### config.mk
export PLATFORM = sky130hd
export DESIGN_NAME = mac_vec_seq
export DESIGN_NICKNAME = d
export VERILOG_FILES = /design/src/rtl/mac_vec_seq.sv
export SDC_FILE = /design/constraint.sdc
export NUM_CORES = 1
export LEC_CHECK = 0
export CAP_MARGIN = 40
export CORE_UTILIZATION = 35
export CTS_BUF_LIST = sky130_fd_sc_hd__clkbuf_4
export CTS_CLUSTER_SIZE = 14
export DETAILED_ROUTE_END_ITERATION = 16
export PLACE_DENSITY_LB_ADDON = 0.12
export REMOVE_ABC_BUFFERS = 1
export SLEW_MARGIN = 15
export SYNTH_ARGS = -nofsm -noshare
export SYNTH_HDL_FRONTEND = slang
export SYNTH_SLANG_ARGS = --single-unit
### constraint.sdc
create_clock -name clk_in -period 12.2 [get_ports clk_in]
set_clock_uncertainty 0.05 [all_clocks]
set_input_delay 1.83 -clock clk_in [delete_from_list [all_inputs] [get_ports clk_in]]
set_output_delay 1.83 -clock clk_in [all_outputs]
set_load 0.005 [all_outputs]
### src/rtl/mac_vec_seq.sv
// Matrix-vector MAC sequencer: one shared multiply-accumulate walks ROWS x VEC_LEN terms.
// Define MAC_VEC_SEQ_SAT_EN to saturate row results instead of wrapping them.
module mac_vec_seq #(
    parameter int IW      = 8,
    parameter int QW      = 8,
    parameter int VEC_LEN = 4,
    parameter int ROWS    = 2,
    localparam int DW  = IW + QW,
    localparam int WAW = (ROWS * VEC_LEN > 1) ? $clog2(ROWS * VEC_LEN) : 1,
    localparam int KW  = (VEC_LEN > 1) ? $clog2(VEC_LEN) : 1,
    localparam int RW  = (ROWS > 1) ? $clog2(ROWS) : 1
) (
    input  logic           clk_in,
    input  logic           rstn_in,
    input  logic           start_in,
    output logic           busy_out,
    output logic           done_out,
    output logic           rd_en_out,
    output logic [WAW-1:0] w_addr_out,
    output logic [KW-1:0]  x_addr_out,
    output logic [RW-1:0]  b_addr_out,
    input  logic [DW-1:0]  w_data_in,
    input  logic [DW-1:0]  x_data_in,
    input  logic [DW-1:0]  b_data_in,
    output logic [DW-1:0]  y_data_out,
    output logic [RW-1:0]  y_row_out,
    output logic           y_valid_out,
    input  logic           y_ready_in
);
    localparam int PW = 2 * DW;
    localparam int AW = PW + $clog2(VEC_LEN) + 1;

    typedef enum logic [2:0] {IDLE, RUN, FLUSH, OUT, DONE} state_t;

    state_t               state;
    logic [RW-1:0]        row;
    logic                 mac_vld;
    logic                 mac_first;
    logic signed [AW-1:0] acc;

    logic signed [PW-1:0]    prod;
    logic signed [DW+QW-1:0] b_sh;
    logic signed [AW-1:0]    acc_nxt;
    logic [DW-1:0]           y_res;

    // Read data arrives one cycle after its address, so the MAC runs one stage behind RUN.
    assign prod    = PW'($signed(w_data_in)) * PW'($signed(x_data_in));
    assign b_sh    = {b_data_in, {QW{1'b0}}};
    assign acc_nxt = (mac_first ? AW'(b_sh) : acc) + AW'(prod);

`ifdef MAC_VEC_SEQ_SAT_EN
    logic signed [AW-1:0] sh;
    assign sh = acc_nxt >>> QW;
    always_comb begin
        y_res = sh[DW-1:0];
        if (sh[AW-1:DW-1] != {(AW-DW+1){sh[AW-1]}})
            y_res = sh[AW-1] ? {1'b1, {(DW-1){1'b0}}} : {1'b0, {(DW-1){1'b1}}};
    end
`else
    assign y_res = DW'(acc_nxt >>> QW);
`endif

    always_ff @(posedge clk_in) begin
        if (!rstn_in) begin
            state       <= IDLE;
            row         <= '0;
            mac_vld     <= 1'b0;
            mac_first   <= 1'b0;
            acc         <= '0;
            busy_out    <= 1'b0;
            done_out    <= 1'b0;
            rd_en_out   <= 1'b0;
            w_addr_out  <= '0;
            x_addr_out  <= '0;
            b_addr_out  <= '0;
            y_data_out  <= '0;
            y_row_out   <= '0;
            y_valid_out <= 1'b0;
        end else begin
            done_out  <= 1'b0;
            mac_vld   <= rd_en_out;
            mac_first <= rd_en_out && (x_addr_out == '0);
            if (mac_vld)
                acc <= acc_nxt;

            case (state)
                IDLE: begin
                    row <= '0;
                    if (start_in) begin
                        state      <= RUN;
                        busy_out   <= 1'b1;
                        rd_en_out  <= 1'b1;
                        w_addr_out <= '0;
                        x_addr_out <= '0;
                        b_addr_out <= '0;
                    end
                end
                RUN: begin
                    // x_addr_out doubles as the term counter k.
                    if (x_addr_out == KW'(VEC_LEN - 1)) begin
                        state      <= FLUSH;
                        rd_en_out  <= 1'b0;
                        w_addr_out <= '0;
                        x_addr_out <= '0;
                        b_addr_out <= '0;
                    end else begin
                        w_addr_out <= w_addr_out + 1'b1;
                        x_addr_out <= x_addr_out + 1'b1;
                    end
                end
                FLUSH: begin
                    state       <= OUT;
                    y_valid_out <= 1'b1;
                    y_data_out  <= y_res;
                    y_row_out   <= row;
                end
                OUT: begin
                    if (y_ready_in) begin
                        y_valid_out <= 1'b0;
                        if (row == RW'(ROWS - 1)) begin
                            state    <= DONE;
                            done_out <= 1'b1;
                        end else begin
                            state      <= RUN;
                            row        <= row + 1'b1;
                            rd_en_out  <= 1'b1;
                            w_addr_out <= WAW'((int'(row) + 1) * VEC_LEN);
                            x_addr_out <= '0;
                            b_addr_out <= row + 1'b1;
                        end
                    end
                end
                DONE: begin
                    state    <= IDLE;
                    busy_out <= 1'b0;
                end
                default: state <= IDLE;
            endcase
        end
    end
endmodule

==> out/metrics.cfg, run 1 <==
[timing]
tns_ps=0
fin_crit_ps=8000
fmax_ghz=0.125
drv_slew=0
hold_viol=0
finalCritPeriodShare_pct=65.6
setup_viol=0
rsz0062_at_grt=no
tightest_slew_ps=933
relSlewSlack_pct=37.6

[floorplan]
die_h_um=179
die_area_um2=32100
core_um2=30700
rows=64
num_io_pins=79
fp.dieW_um=179
initial_utilization_pct=35.7

[routing]
wire_per_inst_um=16.7
via_count=7732
viasPerCell=4.62
drtPass1Iterations=10
drt_iter0_drc=302
drc=12
antenna_left=0
wl_um=27900

[outcome]
violations=DRC
outcome=finished with violations

[clock_tree]
path_clk_slew_ps=100
clock_sinks=57
postCtsHoldBufs=0
cts_buffer_depth=2
cts_buffers=9
post_cts_buffers=0
cts_root_buf=clkbuf_4
cts_tree=built
htreeDepth=3
cts.repair.resized=0
clkLatencyLatePin_ps=430

[grt]
grt_pass1_wl_um=44500
overflow=0
grt_max_degree=41
antenna_found_initial=0
grt_pass1_vias=7922
grt_use_total_pct=18.5

[min_path]
hp-class=flip-flop to flip-flop

[synthesis]
yosys_warnings=0
ys_top_cells_by_area=fa_1 (38%), inv_1 (11%), dfxtp_1 (10%)
synth_edf_count=0
ys_seq_area_share_pct=10.4
async_flop_share_pct=0
synth_area_um2=11000
synth_top_area_share_pct=38.1
ys_ff_latch=57
post_synth_num_cell_types=54
synth.most_common_cell=inv_1
yosys.area.top_type=fa_1
synth_flop_cell=dfxtp_1
syn_avg_cell_area_um2=8.98
syn_inst=1223
ys_top_cells_by_count=inv_1 (315), fa_1 (209), and2_1 (131)

[final_layout]
final-instance-count-excl-fill=1672
drive_above_1_share_pct=4.31
fin_nets=1617
syn_to_final_growth_pct=11.7
fin_util_pct=39.9
diodes=0

[place]
place_inst=1656
routabilityCongestion=0.782
place_hpwl_um=23000
io_buffer_count=78

[critical_path]
cp_max_fo=16
cp-end-kind=flip-flop
max_stage_delay_ps=850
crit_type=input pin to flip-flop
crit_path_top_delay_cell=clkdlybuf4s50_1
cp.arrival_ps=8310
cp_cell_sequence=clkdlybuf4s50_1 > and2_1 > fa_1 > inv_1 > fa_1 > fa_1 > inv_1 > fa_1 > fa_1 > inv_1 > fa_1 > inv_1 > ha_1 > a21o_1 > a21oi_1 > nor2b_1 > a221o_1 > a31oi_1 > xnor2_1 > nand2_1 > a21boi_0
crit_top_cell=fa_1
setup.worst_path.start_class=input pin
worstPathRequired_ps=12510

[run]
maxCapViolations=0

state kept, by name, indices dropped and copies added (netlist names), 2 cells and up:
signal / count
y_data_out: 16
acc: 24
state: 3
x_addr_out: 2
w_addr_out: 3
stage by stage:
stage / worst slack, ps / hold WS [ps] / area, um2
floorplan: 5190 / 394 / 10800
global placement: 3730 / 404 / 12100
detailed placement: 3690 / 407 / 12100
CTS: 4150 / 424 / 12200
global route: 3930 / 443 / 12300
finish: 4200 / 420 / 12300
cell usage in the layout (no fill, tap or decap), types with 3 or more instances in the layout:
cell type / netlist / layout
inv_1: 315 / 315
fa_1: 209 / 209
and2_1: 131 / 131
nand2_1: 125 / 125
ha_1: 84 / 84
clkdlybuf4s50_1: 0 / 77
dfxtp_1: 57 / 57
xnor2_1: 35 / 35
nor2b_1: 33 / 33
a21oi_1: 20 / 20
o21ai_0: 19 / 19
nor2_1: 16 / 16
mux2i_1: 16 / 16
mux2_2: 15 / 15
a21boi_0: 11 / 11
clkbuf_4: 0 / 9
nand2b_1: 8 / 8
a21o_1: 7 / 7
o211a_1: 7 / 7
xor2_1: 7 / 7
nand3b_1: 6 / 6
nand3_1: 6 / 6
o21a_1: 5 / 5
a211o_1: 3 / 3
a21o_2: 3 / 3
a31oi_1: 3 / 3
buf_8: 0 / 3
buf_4: 0 / 3
layer usage:
metal	wire length [um]	track usage [%]	share of wire, %
met1	13600	26.4	49
met2	13200	30.5	47
met3	918	2.46	3.3
met4	205	2.42	0.73
met5	0	0	0
layout make-up:
type	count	area (um2)
clock buffer	9	67.6
clock inverter	6	60.1
fill	3142	18500
inverter	315	1180
multi-input combinational	803	8440
sequential	57	1140
tap	396	495
timing repair buffer	86	875
worst max-delay path: cells and delay by family:
kind,cells,cell delay (ps)
compound gates,5,1130
simple gates,3,580
buf+inv,5,1070
fa+ha+maj,7,3490
xor+xnor,1,190
worst paths after layout:
path                 start              to  slack (ps)  cells after the start
min reg2reg  y_data_out[9]   y_data_out[9]         420                      2
max reg2reg      mac_first         acc[17]        6480                     20
min          y_data_out[9]   y_data_out[9]         420                      2
max           w_data_in[6]  y_data_out[11]        4200                     21
logic make-up (layout without fill, tap and decap cells):
group,after synthesis,in the layout,synth area share [%]
AO/OA/AOI/OAI,98,98,6.47
XOR/XNOR,43,43,3.56
adder cells (fa/ha/maj),293,293,47.7
buffers and inverters,363,416,12.7
flip-flops,57,57,10.4
multiplexers,31,31,3.00
AND/OR/NAND/NOR,338,338,16.2
Power of run 1 is left out: the tool's default activity adds up to more than one toggle a clock period on the data nets, which glitch-free logic cannot reach.
==> run 2, diff against run 1 <==
- clock period: 12.2 -> 7.5 ns (I/O delays scaled with it)
==> run 2 against run 1 <==
Effect of this change:
- the run still ends with DRC left
- utilization grew 1.6 points
- register-to-register slack got worse by 4900 ps
- hold slack better by 14 ps
- clock-buffer cell count unchanged
- via count is 1.8% higher
- critical path depth is the same
- largest cell class unchanged
==> out/metrics.cfg, run 2 (synthesis gave the netlist of run 1 again) <==
[timing]
tns_ps=0  ; unchanged
hold_viol=0  ; unchanged
tightest_slew_ps=731  ; -201 ps
finalCritPeriodShare_pct=93.4
fin_hold_ws_ps=434  ; +14.0 ps
relSlewSlack_pct=51.2  ; +14 points
setup_ws_ps=497  ; -3700 ps
setup_viol=0  ; unchanged
fin_crit_ps=7000
drv_slew=0  ; unchanged
fmax_ghz=0.143
rsz0062_at_grt=no

[clock_tree]
cts.repair.resized=0  ; unchanged
cts_root_buf=clkbuf_4
path_clk_slew_ps=100  ; about the same
cts_buffer_depth=2  ; unchanged
clkLatencyLatePin_ps=410  ; -20 ps
postCtsHoldBufs=0  ; unchanged
clock_sinks=57  ; unchanged
cts_tree=built
post_cts_buffers=0  ; unchanged
cts_buffers=9  ; unchanged
htreeDepth=3  ; unchanged

[routing]
viasPerCell=4.54  ; -1.8%
drt_iter0_drc=334  ; +11%
drtPass1Iterations=10  ; unchanged
via_count=7871  ; +1.8%
antenna_left=0  ; unchanged
wire_per_inst_um=16.2  ; -2.8%
wl_um=28100  ; +0.78%
drc=13  ; +1

[grt]
antenna_found_initial=0  ; unchanged
grt.busiest_layer=met2
grt_use_total_pct=18.8  ; +0.32 points
grt_util_met1_pct=26.9  ; +0.58 points
met3_usage_pct=2.33  ; -0.13 points
use_met2_pct=31.6  ; +1.0 points
grt_max_degree=36  ; -12%
grt_pass1_wl_um=45800  ; +2.7%
grt_pass1_vias=8250  ; +4.1%
overflow=0  ; unchanged

[final_layout]
fin_nets=1679  ; +3.8%
layout_commonest_cell=inv_1
finalInstanceArea_um2=12700  ; +4.0%
syn_to_final_growth_pct=16.2
biggestRegsByFlops=acc x24, y_data_out x16
largest_reg_flops=24  ; unchanged
diodes=0  ; unchanged
drive_above_1_share_pct=8.74  ; +4.4 points
fillers=3201  ; +1.9%
final_cell_mix=inv_1 (315), fa_1 (209), and2_1 (131), nand2_1 (125), ha_1 (84)
regMostFlops=acc

[critical_path]
r2r-start=mac_first
r2r_cells=17  ; -15%
reg2reg_to=y_data_out[11]
crit_type=input pin to flip-flop
setup.worst_path.start_class=input pin
reg2reg_slack_ps=1600  ; -4880 ps
cp_max_fo=7  ; -9
cp.arrival_ps=7280  ; -1030 ps
worstPathRequired_ps=7780  ; -4730 ps
cp-end-kind=flip-flop

[min_path]
min_path_cells=2  ; unchanged
hp-class=flip-flop to flip-flop
worstHoldStart=acc[7]
hold-path-endpoint=acc[7]

[place]
routabilityCongestion=0.753  ; -3.7%
placedInstanceArea_um2=12600  ; +4.0%
dp_slack_ps=38.3  ; -3650 ps
place_hpwl_um=24700  ; +7.4%
io_buffer_count=78  ; unchanged

[floorplan]
initial_utilization_pct=35.7  ; unchanged
core_um2=30700  ; unchanged
num_io_pins=79  ; unchanged
die_area_um2=32100  ; unchanged
rows=64  ; unchanged
die_h_um=179  ; unchanged
fp.dieW_um=179  ; unchanged

[outcome]
violations=DRC
outcome=finished with violations

[run]
maxCapViolations=0  ; unchanged

run 2: changes by cell type in the layout (fill, tap and decap cells not counted), sizes merged:
cell      previous run  this run
buf                  9        71
bufinv               1         2
clkinvlp             1         0
clkinv               4         3
inv                315       316
run 2: how the worst max path moves through the flow:
stage | from | endpoint | slack, ps | cells past startpoint
6_report | w_data_in[9] | y_data_out[11] | 500 | 21
5_1_grt | x_data_in[3] | acc[19] | 240 | 20
4_1_cts | x_data_in[3] | y_data_out[11] | 470 | 21
3_5_place_dp | w_data_in[9] | y_data_out[11] | 40 | 21
3_3_place_gp | w_data_in[9] | acc[19] | 110 | 21
2_1_floorplan | w_data_in[9] | acc[23] | 1200 | 19
run 2: final cells by class:
cell class                      instances  area [um2]  area share, %
Tap cell                              396         495           3.89
Inverter                              315        1180           9.27
Sequential cell                        57        1140           8.95
Timing Repair Buffer                  148        1340           10.5
Clock buffer                            9        67.6          0.530
Clock inverter                          6        82.6          0.648
Multi-Input combinational cell        803        8440           66.2
run 2: per-stage QoR:
step                utilization [%]  cells
finish                         41.5   1734
global route                   41.5   1734
CTS                            41.5   1734
detailed placement             41.0   1719
global placement               40.9   1718
floorplan                         -   1175
run 2: routing by layer:
layer / routed length (um) / vias up / part of all wire (%)
li1: - / 3817 / -
met5: 0 / - / 0
met2: 13400 / 102 / 48
met1: 13800 / 3948 / 49
met3: 823 / 4 / 2.9
met4: 51 / 0 / 0.18
run 2: critical path: stages:
cell and delay, ps:
clkdlybuf4s50_1 640, buf_4 260, and2_1 160, fa_1 500, inv_1 50, fa_1 450, fa_1 510, inv_1 50
fa_1 450, fa_1 580, inv_1 60, fa_1 530, inv_1 40, ha_1 340, a21o_2 240, a211o_1 280
a221o_1 350, a31oi_1 230, xnor2_1 190, nand2_1 80, a21boi_0 140
Power of run 2 is left out for the same reason.
